`src/rtl/dma_burst_engine_if.sv`:
```
// Wired-OR system bus bundle between a burst DMA engine (master) and the bus fabric (slave).
// Every master-driven signal must be 0 whenever that master is not the bus owner.
interface dma_burst_engine_if;
   logic        requestTransaction;
   logic        beginTransactionOut;
   logic        endTransactionOut;
   logic        dataValidOut;
   logic        readNotWriteOut;
   logic [31:0] addressDataOut;
   logic [7:0]  burstSizeOut;
   logic        transactionGranted;
   logic        dataValidIn;
   logic        endTransactionIn;
   logic        busErrorIn;
   logic        busyIn;
   logic [31:0] addressDataIn;

   modport master (
      output requestTransaction, beginTransactionOut, endTransactionOut, dataValidOut,
             readNotWriteOut, addressDataOut, burstSizeOut,
      input  transactionGranted, dataValidIn, endTransactionIn, busErrorIn, busyIn,
             addressDataIn
   );

   modport slave (
      input  requestTransaction, beginTransactionOut, endTransactionOut, dataValidOut,
             readNotWriteOut, addressDataOut, burstSizeOut,
      output transactionGranted, dataValidIn, endTransactionIn, busErrorIn, busyIn,
             addressDataIn
   );
endinterface

```
`src/rtl/dma_burst_engine.sv`:
```
// Burst DMA engine moving blocks between a local port-B RAM and a wired-OR system bus.
// Optional: define DMA_BUS_ERROR_EN to abort transfers on busErrorIn and report status[1].
module dma_burst_engine #(
   parameter int MEM_AW = 9
) (
   input  logic              clock,
   input  logic              reset,
   input  logic              start,
   input  logic              readNotWrite,
   input  logic [31:0]       busStartAddress,
   input  logic [MEM_AW-1:0] memStartAddress,
   input  logic [9:0]        blockSize,
   input  logic [7:0]        burstSize,
   output logic [1:0]        status,
   output logic              done,
   output logic [MEM_AW-1:0] memAddress,
   output logic              memWriteEnable,
   output logic [31:0]       memDataOut,
   input  logic [31:0]       memDataIn,
   dma_burst_engine_if.master bus
);

   localparam logic [2:0] IDLE      = 3'd0;
   localparam logic [2:0] REQUEST   = 3'd1;
   localparam logic [2:0] INIT      = 3'd2;
   localparam logic [2:0] READ      = 3'd3;
   localparam logic [2:0] WRITE     = 3'd4;
   localparam logic [2:0] END_WRITE = 3'd5;
   localparam logic [2:0] NEXT      = 3'd6;

   logic [2:0]        state_reg;
   logic              dir_reg;
   logic [31:0]       bus_addr_reg;
   logic [MEM_AW-1:0] mem_addr_reg;
   logic [9:0]        remaining_reg;
   logic [7:0]        burst_reg;
   logic [9:0]        beats_reg;
   logic [9:0]        beat_cnt_reg;
   logic              busy_reg;
   logic              error_reg;
   logic              done_reg;

   logic [9:0] burst_beats;
   logic [9:0] beats_calc;
   logic       write_accept;
   logic       bus_err;

   assign burst_beats  = {2'b00, burst_reg} + 10'd1;
   assign beats_calc   = (burst_beats < remaining_reg) ? burst_beats : remaining_reg;
   assign write_accept = (state_reg == WRITE) && !bus.busyIn;

`ifdef DMA_BUS_ERROR_EN
   assign bus_err = bus.busErrorIn &&
                    ((state_reg == INIT) || (state_reg == READ) || (state_reg == WRITE));
`else
   logic bus_error_unused;
   assign bus_error_unused = bus.busErrorIn;
   assign bus_err = 1'b0;
`endif

   always_comb begin
      bus.requestTransaction  = 1'b0;
      bus.beginTransactionOut = 1'b0;
      bus.endTransactionOut   = 1'b0;
      bus.dataValidOut        = 1'b0;
      bus.readNotWriteOut     = 1'b0;
      bus.addressDataOut      = 32'd0;
      bus.burstSizeOut        = 8'd0;
      case (state_reg)
         REQUEST: bus.requestTransaction = 1'b1;
         INIT: begin
            bus.beginTransactionOut = 1'b1;
            bus.addressDataOut      = bus_addr_reg;
            bus.readNotWriteOut     = dir_reg;
            bus.burstSizeOut        = 8'(beats_reg - 10'd1);
         end
         WRITE: begin
            bus.dataValidOut   = 1'b1;
            bus.addressDataOut = memDataIn;
         end
         END_WRITE: bus.endTransactionOut = 1'b1;
         default: ;
      endcase
   end

   // Prefetch: on an accepted beat the next word is addressed so it arrives with no bubble;
   // while stalled the same address is re-presented, keeping the bus data stable.
   assign memAddress     = write_accept ? mem_addr_reg + MEM_AW'(1) : mem_addr_reg;
   assign memWriteEnable = (state_reg == READ) && bus.dataValidIn && !bus_err;
   assign memDataOut     = (state_reg == READ) ? bus.addressDataIn : 32'd0;
   assign status         = {error_reg, busy_reg};
   assign done           = done_reg;

   always_ff @(posedge clock) begin
      if (reset) begin
         state_reg     <= IDLE;
         dir_reg       <= 1'b0;
         bus_addr_reg  <= 32'd0;
         mem_addr_reg  <= '0;
         remaining_reg <= 10'd0;
         burst_reg     <= 8'd0;
         beats_reg     <= 10'd0;
         beat_cnt_reg  <= 10'd0;
         busy_reg      <= 1'b0;
         error_reg     <= 1'b0;
         done_reg      <= 1'b0;
      end else begin
         done_reg <= 1'b0;
         case (state_reg)
            IDLE: begin
               if (start) begin
                  error_reg <= 1'b0;
                  if (blockSize == 10'd0) begin
                     done_reg <= 1'b1;
                  end else begin
                     dir_reg       <= readNotWrite;
                     bus_addr_reg  <= busStartAddress;
                     mem_addr_reg  <= memStartAddress;
                     remaining_reg <= blockSize;
                     burst_reg     <= burstSize;
                     busy_reg      <= 1'b1;
                     state_reg     <= REQUEST;
                  end
               end
            end
            REQUEST: begin
               if (bus.transactionGranted) begin
                  beats_reg <= beats_calc;
                  state_reg <= INIT;
               end
            end
            INIT: begin
               beat_cnt_reg <= 10'd0;
               state_reg    <= dir_reg ? READ : WRITE;
            end
            READ: begin
               if (bus.dataValidIn) mem_addr_reg <= mem_addr_reg + MEM_AW'(1);
               if (bus.endTransactionIn) state_reg <= NEXT;
            end
            WRITE: begin
               if (write_accept) begin
                  mem_addr_reg <= mem_addr_reg + MEM_AW'(1);
                  beat_cnt_reg <= beat_cnt_reg + 10'd1;
                  if (beat_cnt_reg == beats_reg - 10'd1) state_reg <= END_WRITE;
               end
            end
            END_WRITE: state_reg <= NEXT;
            NEXT: begin
               bus_addr_reg  <= bus_addr_reg + {20'd0, beats_reg, 2'b00};
               remaining_reg <= remaining_reg - beats_reg;
               if (remaining_reg != beats_reg) begin
                  state_reg <= REQUEST;
               end else begin
                  busy_reg  <= 1'b0;
                  done_reg  <= 1'b1;
                  state_reg <= IDLE;
               end
            end
            default: state_reg <= IDLE;
         endcase
         if (bus_err) begin
            state_reg <= IDLE;
            busy_reg  <= 1'b0;
            error_reg <= 1'b1;
            done_reg  <= 1'b1;
         end
      end
   end

endmodule

```
`src/flat_wrapper.sv`:
```
// flat-port wrapper written by rule: the top's interface ports become plain ports
module dma_burst_engine_flat 
#(
   parameter int MEM_AW = 9
)
  (clock, reset, start, readNotWrite, busStartAddress, memStartAddress, blockSize, burstSize, status, done, memAddress, memWriteEnable, memDataOut, memDataIn, bus_requestTransaction, bus_beginTransactionOut, bus_endTransactionOut, bus_dataValidOut, bus_readNotWriteOut, bus_addressDataOut, bus_burstSizeOut, bus_transactionGranted, bus_dataValidIn, bus_endTransactionIn, bus_busErrorIn, bus_busyIn, bus_addressDataIn);
  dma_burst_engine_if bus_i ();
  input  logic clock;
  input  logic reset;
  input  logic start;
  input  logic readNotWrite;
  input  logic [31:0] busStartAddress;
  input  logic [MEM_AW-1:0] memStartAddress;
  input  logic [9:0] blockSize;
  input  logic [7:0] burstSize;
  output logic [1:0] status;
  output logic done;
  output logic [MEM_AW-1:0] memAddress;
  output logic memWriteEnable;
  output logic [31:0] memDataOut;
  input  logic [31:0] memDataIn;
  output wire logic [$bits(bus_i.requestTransaction)-1:0] bus_requestTransaction;
  output wire logic [$bits(bus_i.beginTransactionOut)-1:0] bus_beginTransactionOut;
  output wire logic [$bits(bus_i.endTransactionOut)-1:0] bus_endTransactionOut;
  output wire logic [$bits(bus_i.dataValidOut)-1:0] bus_dataValidOut;
  output wire logic [$bits(bus_i.readNotWriteOut)-1:0] bus_readNotWriteOut;
  output wire logic [$bits(bus_i.addressDataOut)-1:0] bus_addressDataOut;
  output wire logic [$bits(bus_i.burstSizeOut)-1:0] bus_burstSizeOut;
  input wire logic [$bits(bus_i.transactionGranted)-1:0] bus_transactionGranted;
  input wire logic [$bits(bus_i.dataValidIn)-1:0] bus_dataValidIn;
  input wire logic [$bits(bus_i.endTransactionIn)-1:0] bus_endTransactionIn;
  input wire logic [$bits(bus_i.busErrorIn)-1:0] bus_busErrorIn;
  input wire logic [$bits(bus_i.busyIn)-1:0] bus_busyIn;
  input wire logic [$bits(bus_i.addressDataIn)-1:0] bus_addressDataIn;
  assign bus_requestTransaction = bus_i.requestTransaction;
  assign bus_beginTransactionOut = bus_i.beginTransactionOut;
  assign bus_endTransactionOut = bus_i.endTransactionOut;
  assign bus_dataValidOut = bus_i.dataValidOut;
  assign bus_readNotWriteOut = bus_i.readNotWriteOut;
  assign bus_addressDataOut = bus_i.addressDataOut;
  assign bus_burstSizeOut = bus_i.burstSizeOut;
  assign bus_i.transactionGranted = bus_transactionGranted;
  assign bus_i.dataValidIn = bus_dataValidIn;
  assign bus_i.endTransactionIn = bus_endTransactionIn;
  assign bus_i.busErrorIn = bus_busErrorIn;
  assign bus_i.busyIn = bus_busyIn;
  assign bus_i.addressDataIn = bus_addressDataIn;
  dma_burst_engine #(.MEM_AW(MEM_AW)) u_core (.clock(clock), .reset(reset), .start(start), .readNotWrite(readNotWrite), .busStartAddress(busStartAddress), .memStartAddress(memStartAddress), .blockSize(blockSize), .burstSize(burstSize), .status(status), .done(done), .memAddress(memAddress), .memWriteEnable(memWriteEnable), .memDataOut(memDataOut), .memDataIn(memDataIn), .bus(bus_i));
endmodule
```
`config.mk`:
```
export PLATFORM = sky130hd
export DESIGN_NAME = dma_burst_engine_flat
export DESIGN_NICKNAME = d
export VERILOG_FILES = /design/src/rtl/dma_burst_engine_if.sv /design/src/rtl/dma_burst_engine.sv /design/src/flat_wrapper.sv
export SDC_FILE = /design/constraint.sdc
export NUM_CORES = 1
export LEC_CHECK = 0
export CAP_MARGIN = 40
export CORE_MARGIN = 3
export CORE_UTILIZATION = 42
export CTS_BUF_LIST = sky130_fd_sc_hd__clkbuf_8
export CTS_CLUSTER_DIAMETER = 30
export DETAILED_ROUTE_END_ITERATION = 8
export PLACE_DENSITY = 0.71
export SYNTH_ARGS = -nofsm -noshare
export SYNTH_HDL_FRONTEND = slang
export SYNTH_SLANG_ARGS = --single-unit
```
`constraint.sdc`:
```
create_clock -name clock -period 3.7 [get_ports clock]
set_clock_uncertainty 0.1 [all_clocks]
set_input_delay 0.74 -clock clock [delete_from_list [all_inputs] [get_ports clock]]
set_output_delay 0.74 -clock clock [all_outputs]
set_load 0.1 [all_outputs]
```
# Word-level counts from Yosys, hierarchy flattened
# Index checks and enable logic that the tools add are counted.
[totals]
reg_bits = 85
output_inout_bits = 90
word_cells = 88
input_bits = 132
[classes]
n_bitwise = 1
n_mux = 39
n_eq_ne = 16
reduce_logical = 15
add_sub_neg = 6
magnitude_cmp = 1
[op_table]
columns = ["op", "n"]
rows = [
  ["$pmux W32 S2", 2],
  ["$mux W32", 3],
  ["$mux W10", 4],
  ["$pmux W10 S2", 2],
  ["$mux W9", 4],
  ["$add A32 B12 Y32", 1],
  ["$pmux W9 S3", 1],
  ["$mux W3", 7],
  ["$pmux W3 S7", 1],
  ["$ne A2 B2 Y1 const B", 7],
  ["$mux W1", 12],
  ["$add A10 B1 Y10 const B", 1],
  ["$eq A10 B10 Y1", 1],
  ["$logic_not A10 Y1", 1],
  ["$lt A10 B10 Y1", 1],
  ["$ne A10 B10 Y1", 1],
  ["$sub A10 B1 Y10 const B", 1],
  ["$sub A10 B10 Y10", 1],
  ["$add A8 B1 Y9 const B", 1],
  ["$add A9 B1 Y9 const B", 1],
  ["$eq A3 B3 Y1 const B", 3],
  ["$mux W8", 1],
  ["$reduce_and A4 Y1", 2],
  ["$eq A3 B2 Y1 const B", 2],
  ["other kinds (12)", 17],
]

# Longest topological paths before layout
# Gate-level depths: netlist (run 1).
[depth]
depth_word = 5
mapped_depth = 12
mapped_depth_nobuf = 11

# Worst setup path after synthesis (run 1)
# OpenSTA, ideal clock, no wires.
[synth_path]
path_kind = "reg-to-output"
from = "reg u_core.state_reg[1]"
to = "out bus_addressDataOut[29]"
path_stages_with_launch = 7
required_time_ps = 2860
slack_ps = -663
n_path_buf = 3
arrival_time_ps = 3523
path_cell_list = "dfxtp_1 > clkbuf_1 > nor2b_1 > clkbuf_1 > nand2_1 > clkbuf_1 > o21ai_0"
[synth_between]
elab_chain_len = 2
elab_cells_between_ends = 3
cone_classes = "eq/ne (2); mux (1)"
[synth_rtl]
columns = ["item", "line_no", "source"]
rows = [
  ["from (decl)", "dma_burst_engine.sv:31", "logic [2:0] state_reg;"],
  ["from (signal assigned)", "dma_burst_engine.sv:134", "state_reg <= dir_reg ? READ : WRITE;"],
  ["$eq A3 B3 Y1 or $eq A3 B2 Y1 (tied branches)", "dma_burst_engine.sv:69", "case (state_reg)"],
  ["$pmux W32 S2 *", "dma_burst_engine.sv:69", ""],
  ["to (decl)", "flat_wrapper.sv:27", "output wire logic [$bits(bus_i.addressDataOut)-1:0] bus_addressDataOut;"],
]
# Every way passes the cells marked *; elsewhere a longest branch is shown, timed or not.

# Worst setup path after layout (run 1)
[layout_path]
from = "reg u_core.state_reg[2]"
to = "out bus_addressDataOut[29]"
# Same word-level chain as after synthesis.

==> flow_metrics.tcl, run 1 <==
set metrics [dict create \
    io_buffers 219 \
    cts_setup_buffers 0 \
    fin_nets 1219 \
    initial_core_util 0.436 \
    finalNonFillerCells 1243 \
    drv_slew 0 \
    ys_ff_latch 85 \
    routedWlPerCell_um 17.3 \
    drc 0 \
    crit_family "buffers and inverters" \
    avgSynthCellArea_um2 7.53 \
    synth-warning-count 0 \
    setup_viol 0 \
    gp_congestion 0.874 \
    cts_root_buf "clkbuf_8" \
    ctsHoldBuffers 0 \
    yosysTopAreaCell "dfxtp_1" \
    postSynthCellCount 857 \
    synth_common_cells "nand2_1, dfxtp_1, nor2_1, a21oi_1, clkbuf_1" \
    yosysTopAreaCellShare 0.264 \
    cts_tree "done" \
    wl_mm 21.5 \
    status "completed" \
    cts.reportedPaths.clkPinSlew_ps 90 \
    power.leakage_uw 0.00392 \
    core_area_um2 14800 \
    cp_slowest_stage_delay_ps 620 \
    power_density_nw_per_um2 640 \
    first_pass_iters 7 \
    setup-tns-final_ps 0 \
    vias 7086 \
    synth_flop_cell "dfxtp_1" \
    largest_reg_flops 32 \
    ir_drop_mv 0.331 \
    place_inst 1227 \
    crit_path_start_kind "register" \
    vias_per_cell 5.70 \
    drtAntennaViolNets 0 \
    fin_util 0.645 \
    hpwl_mm 16.5 \
    fmax_mhz 292 \
    h-tree-depth 3 \
    yosys-top-cells-area "dfxtp_1, ha_1, nand2_1" \
    clk_latency_ps 380 \
    cap_viol_max_count 0 \
    rsz0062_at_grt "no" \
    required_ps 2860 \
    grt_max_degree 44 \
    detail_route.iter0.violations 480 \
    netlist_area_um2 6460 \
    min_path_type "register to register" \
    max_slew.worst_pin.slew_ps 861 \
    ctsLongestPathBuffers 2 \
    overflow 0 \
    n_antenna_cell 0 \
    holdPathStages 2 \
    synth_edf_count 0 \
    reg2regPathDepth 10 \
    cts_made_buffers 9 \
    crit_arrival_ps 2580 \
    stdcell_area_um2 9560 \
    syn-num-nets 1022 \
    path_cells "nand2_1, clkinv_1, buf_4, buf_4, nand2_1, o21ai_1, buf_12" \
    yosysMostFrequentCell "nand2_1" \
    chipWidth_um 130 \
    clkSinkCount 85 \
    antenna_found_initial 0 \
    relSlewSlack 0.420 \
    period_share 0.925 \
    cp_num_buf_inv 4 \
    cts_resized 0 \
    cp_max_fo 33 \
    cp-end-kind "primary output" \
    synthToLayoutAreaGrowth_pct 48.0 \
    die_y_um 130 \
    grt_pass1_vias 6717 \
    grt_first_pass_wirelength_mm 34.1 \
    final_hold_viol_count 0 \
    cpMaxStageDelayCell "dfxtp_1" \
    critPathKind "register to primary output" \
    track_usage 0.249 \
    crit_cells 7 \
    async_reset_ff_frac 0 \
    fin_crit_ps 3420 \
    drive_above_1_share 0.141 \
    die-area_um2 16900 \
    total_power_uw 6120 \
    synth.distinct_cells 66 \
    io_pins 222 \
    rows 44 \
    ys_seq_area_frac 0.264 \
    dpl-instance-area_um2 9360 \
]
-- layout make-up --
type | instances | area, um^2
inverter | 32 | 120
fill | 1296 | 5250
clock buffer | 9 | 124
clock inverter | 7 | 75.1
sequential | 85 | 1700
timing repair buffer | 244 | 2840
multi-input combinational | 682 | 4460
tap | 184 | 230
-- tightest hold or removal path, delay by kind of cell (launching register included) --
kind | cells | cell delay [ps]
DFF | 1 | 320
AOI/OAI and AO/OA | 1 | 60
and+or+nand+nor | 1 | 50
-- cell families after synthesis --
kind of cell,after synthesis,share of synthesized area
multiplexers,15,0.0242
flip-flops,85,0.264
buffers and inverters,90,0.0548
XOR/XNOR,49,0.0707
other,1,0.000581
AND/OR/NAND/NOR,335,0.254
adder cells (fa/ha/maj),33,0.0663
AO/OA/AOI/OAI,249,0.266
-- where the power goes --
part / leakage, uW / switching [uW] / internal, uW
logic: 0.00313 / 2530 / 1530
clock network: 0.0000918 / 374 / 314
registers: 0.000695 / 274 / 1100
total: 0.00392 / 3180 / 2940
-- metrics by stage --
stage	setup WS, ps	hold WS (ps)
final	276	366
after CTS	324	361
after floorplan	11.3	336
after global routing	105	382
after global placement	452	346
after detailed placement	390	348
-- path summary, 6_finish.rpt --
kind / startpoint / endpoint / slack, ps
max: u_core.state_reg[2] / bus_addressDataOut[29] / 280
min: u_core.bus_addr_reg[1] / u_core.bus_addr_reg[1] / 370
max reg2reg: u_core.burst_reg[0] / u_core.beats_reg[0] / 380
min reg2reg: u_core.bus_addr_reg[1] / u_core.bus_addr_reg[1] / 370
-- placed cells by master, fill, tap and decap left out, types with 24 or more instances in the layout --
cell | netlist | final
buf_12 | 0 | 51
buf_4 | 2 | 58
inv_1 | 30 | 30
and3_1 | 50 | 50
dfxtp_1 | 85 | 85
clkdlybuf4s50_1 | 0 | 131
nor2_1 | 82 | 82
xnor2_1 | 26 | 24
o21ai_0 | 32 | 31
a21oi_1 | 56 | 56
nand2_1 | 94 | 94
a22o_1 | 32 | 32
ha_1 | 31 | 31
-- layer usage --
| metal | vias up | GRT usage | share of wire |
|---|---|---|---|
| met5 | - | 0 | 0 |
| met4 | 0 | 0.0630 | 0.015 |
| met3 | 21 | 0.0602 | 0.057 |
| met2 | 211 | 0.404 | 0.47 |
| met1 | 3310 | 0.334 | 0.45 |
| li1 | 3544 | - | - |
No activity file was read; power rests on OpenSTA's default activity.
==> run 2: changes to the inputs <==
- CORE_ASPECT_RATIO: default -> 0.75
==> flow_metrics.tcl, run 2 (synthesis gave the netlist of run 1 again) <==
set metrics [dict create \
    status "completed" \
    internal_power_uw 3090 \
    min_path_type "register to register" \
    cp-end-kind "register" \
    drv_slew 0 \
    nFillCells 1309 \
    ctsHoldBuffers 0 \
    setup-tns-final_ps 0 \
    power_frac_clock 0.127 \
    required_ps 3890 \
    holdWs_ps 371 \
    io_buffers 219 \
    io_pins 222 \
    cp_slowest_stage_delay_ps 490 \
    drc 0 \
    cts_made_buffers 9 \
    power.leakage_uw 0.00397 \
    routedWlPerCell_um 18.0 \
    period_share 0.884 \
    crit_arrival_ps 3460 \
    cpMaxStageDelayCell "a211o_1" \
    vias_per_cell 5.75 \
    die_y_um 113 \
    cp_max_fo 9 \
    fin_util 0.655 \
    wl_mm 22.7 \
    grt_max_degree 40 \
    seq_power_share 0.221 \
    ctsLongestPathBuffers 2 \
    antenna_found_initial 0 \
    reg2regPathDepth 10 \
    grt_first_pass_wirelength_mm 36.5 \
    cts_resized 0 \
    whs_endpoint "u_core.bus_addr_reg[0]" \
    drtAntennaViolNets 0 \
    final_hold_viol_count 0 \
    overflow 0 \
    clkSinkCount 85 \
    path_common_cell "ha_1" \
    pre_cts_ws_ps 343 \
    final_cell_mix "clkdlybuf4s50_1, nand2_1, dfxtp_1" \
    final_common_cell "clkdlybuf4s50_1" \
    first_pass_iters 5 \
    vias 7249 \
    p_sw_uw 3180 \
    max_slew.worst_pin.slew_ps 761 \
    initial_core_util 0.438 \
    cts_root_buf "clkbuf_8" \
    track_usage 0.264 \
    cts_setup_buffers 0 \
    grt_pass1_vias 6926 \
    rows 38 \
    cts.reportedPaths.clkPinSlew_ps 80 \
    n_antenna_cell 0 \
    crit_family "compound AO/OA/AOI/OAI gates" \
    fin_nets 1222 \
    cts_tree "done" \
    die-area_um2 16900 \
    rsz0062_at_grt "no" \
    ir_drop_mv 0.275 \
    cap_viol_max_count 0 \
    rrSetupSlack_ps 430 \
    synthToLayoutAreaGrowth_pct 49.6 \
    path_cells "ha_1, nand3_1, nor2_1, xor2_1, ha_1, o211a_1, a2111oi_0, a211o_1, mux2_2, o22ai_1" \
    holdPathStages 2 \
    hp-start "u_core.bus_addr_reg[0]" \
    power_density_nw_per_um2 649 \
    detail_route.iter0.violations 561 \
    core_area_um2 14700 \
    r2r_start "u_core.burst_reg[0]" \
    swShare 0.507 \
    combPwrFrac 0.653 \
    r2r_end "u_core.beats_reg[0]" \
    hpwl_mm 17.7 \
    cp_num_buf_inv 0 \
    fmax_mhz 306 \
    largest_reg_flops 32 \
    h-tree-depth 3 \
    crit_path_start_kind "register" \
    clk_latency_ps 370 \
    worst_slack_ps 429 \
    chipWidth_um 149 \
    relSlewSlack 0.488 \
    fin_crit_ps 3270 \
    critPathKind "register to register" \
    gp_congestion 0.969 \
    setup_viol 0 \
    drive_above_1_share 0.140 \
]
## run 2: cell count changes in the layout (fill, tap and decap cells not counted)
cell        before  now
clkinv_4         1    0
inv_6            1    0
buf_12          51   54
clkinv_2         1    0
bufinv_16        1    3
buf_4           58   59
buf_8            1    0
inv_1           30   32
clkinvlp_4       3    1
## run 2: power groups by stage
stage	Sequential, uW	Clock (uW)	Combinational [uW]
floorplan	1290	0	2840
global placement	1390	0	4010
detailed placement	1390	0	4060
CTS	1370	802	4080
global route	1410	829	4370
finish	1380	795	4090
## run 2: final cells by class
cell class              instances  area (um^2)  share of cell area
multi-input cells             682         4460               0.462
repair buffers                247         2900               0.300
flip-flops and latches         85         1700               0.176
well taps                     200          250              0.0259
clock buffers                   9          124              0.0128
inverters                      32          120              0.0124
clock inverters                 6          105              0.0109
## run 2: worst reg2reg max path: stages, from the launching register on
cell and delay [ps]:
dfxtp_1 410, ha_1 210, nand3_1 120, nor2_1 170, xor2_1 220, ha_1 280, o211a_1 220, a2111oi_0 440
a211o_1 490, mux2_2 390, o22ai_1 140
## run 2: routing by layer
layer  routed length, um  track usage  vias to the layer above
met3                2370       0.0814                       22
met2                9570        0.387                      331
met4                 276       0.0543                        0
met1               10500        0.383                     3349
li1                    -            -                     3547
met5                   0            0                        -
## run 2: how the worst max path moves through the flow
stage | startpoint | to | depth (start not counted)
after floorplan | u_core.state_reg[0] | bus_addressDataOut[29] | 6
after global placement | blockSize[1] | u_core.remaining_reg[9] | 8
after detailed placement | blockSize[1] | u_core.bus_addr_reg[6] | 7
after CTS | u_core.burst_reg[0] | u_core.beats_reg[0] | 10
after global routing | u_core.burst_reg[0] | u_core.beats_reg[0] | 10
final | u_core.burst_reg[0] | u_core.beats_reg[0] | 10
## run 2: metrics by stage
| stage | area (um^2) | power [uW] | instances |
|---|---|---|---|
| after global routing | 9660 | 6610 | 1261 |
| final | 9660 | 6270 | 1261 |
| after CTS | 9660 | 6250 | 1261 |
| after detailed placement | 9430 | 5450 | 1246 |
| after floorplan | 6520 | 4130 | 857 |
| after global placement | 9380 | 5400 | 1244 |
==> run 3: changes to the inputs <==
- CELL_PAD_IN_SITES_DETAIL_PLACEMENT: default -> 0
- CELL_PAD_IN_SITES_GLOBAL_PLACEMENT: default -> 1
- CORE_UTILIZATION: 42 -> 33
- PLACE_DENSITY: 0.71 -> 0.78
==> flow_metrics.tcl, run 3 (synthesis gave the netlist of run 1 again) <==
set metrics [dict create \
    status "completed" \
    cts_root_buf "clkbuf_8" \
    stdcell_area_um2 9710 \
    cap_viol_max_count 0 \
    clk_latency_ps 390 \
    die_y_um 127 \
    grt_max_degree 47 \
    nFillCells 1819 \
    h-tree-depth 3 \
    crit_path_start_kind "register" \
    vias 7027 \
    fin_crit_ps 3380 \
    cp_max_fo 42 \
    cts_setup_buffers 0 \
    drtAntennaViolNets 0 \
    rows 43 \
    hpwl_mm 17.6 \
    cp-end-kind "primary output" \
    fmax_mhz 296 \
    cts_made_buffers 9 \
    track_usage 0.211 \
    period_share 0.912 \
    critPathKind "register to primary output" \
    crit_arrival_ps 2540 \
    setup-tns-final_ps 0 \
    io_buffers 219 \
    clkSinkCount 85 \
    dpl-instance-area_um2 9480 \
    hp-start "u_core.bus_addr_reg[1]" \
    power.leakage_uw 0.00396 \
    r2r_start "u_core.burst_reg[0]" \
    die-area_um2 21300 \
    n_antenna_cell 0 \
    max_slew.worst_pin.slew_ps 619 \
    final_hold_viol_count 0 \
    cts.reportedPaths.clkPinSlew_ps 90 \
    initial_core_util 0.343 \
    cts_tree "done" \
    ctsLongestPathBuffers 2 \
    fin_nets 1221 \
    core_area_um2 18800 \
    chipWidth_um 168 \
    antenna_found_initial 0 \
    largest_reg_flops 32 \
    drc 0 \
    power_density_nw_per_um2 643 \
    drv_slew 0 \
    grt_first_pass_wirelength_mm 36.7 \
    gp_congestion 0.846 \
    crit_path_start "u_core.state_reg[0]" \
    final_cell_mix "clkdlybuf4s50_1, nand2_1, dfxtp_1" \
    rsz0062_at_grt "no" \
    relSlewSlack 0.586 \
    ctsHoldBuffers 0 \
    first_pass_iters 5 \
    final_common_cell "clkdlybuf4s50_1" \
    drive_above_1_share 0.145 \
    detail_route.iter0.violations 475 \
    synthToLayoutAreaGrowth_pct 50.3 \
    grt_pass1_vias 6673 \
    io_pins 222 \
    vias_per_cell 5.37 \
    routedWlPerCell_um 17.8 \
    wl_mm 23.2 \
    required_ps 2860 \
    ir_drop_mv 0.478 \
    overflow 0 \
    min_path_type "register to register" \
    setup_viol 0 \
]
==> run 3: cell count changes in the layout (fill, tap and decap cells not counted), sizes merged <==
cell / previous run / this run
inv: 32 / 30
bufinv: 3 / 1
clkdlybuf4s50: 131 / 130
clkinv: 2 / 4
clkbuf: 9 / 12
==> run 3: routing by layer <==
layer | wire [um] | GRT usage | vias to the layer above
li1 | - | - | 3528
met1 | 11300 | 0.305 | 3270
met2 | 10000 | 0.321 | 213
met3 | 1630 | 0.0551 | 16
met4 | 223 | 0.0414 | 0
met5 | 0 | 0 | -
==> run 3: layout make-up <==
class	count	area [um^2]	area share
inverter	32	120	0.0124
sequential	85	1700	0.175
clock buffer	12	165	0.0170
multi-input combinational	682	4470	0.460
clock inverter	4	55.1	0.00567
tap	247	309	0.0318
timing repair buffer	246	2890	0.297
==> run 3: path summary, 6_finish.rpt <==
path	end	slack, ps	cells after the start
max reg2reg	u_core.beats_reg[0]	440	10
min	u_core.bus_addr_reg[1]	370	2
max	bus_addressDataOut[13]	320	7
min reg2reg	u_core.bus_addr_reg[1]	370	2
==> run 3: timing repair <==
| action | 4_1_cts | 5_1_grt |
|---|---|---|
| gates resized for setup | 0 | 1 |
| setup endpoints to repair | 0 | 6 |
| endpoints found under the hold margin | 0 | 0 |
==> run 3: stage by stage <==
stage	instances	util	total power (uW)	hold slack (ps)	setup WS, ps
6_report	1308	0.515	6240	366	324
3_5_place_dp	1292	0.504	5510	355	299
2_1_floorplan	857	-	4130	336	11.3
3_3_place_gp	1289	0.500	5470	351	289
5_1_grt	1308	0.515	6630	388	31.1
4_1_cts	1308	0.515	6280	368	249
==> run 3: where the power goes <==
part,switching [uW],internal (uW)
logic,2560,1550
clock network,377,370
registers,280,1100
==> run 3: critical path, stage by stage (launching register included) <==
cell and delay [ps]:
dfxtp_1 440, buf_4 330, nor2_1 100, nand2_1 280, clkinv_1 160, buf_4 310, a22o_1 330, buf_12 170
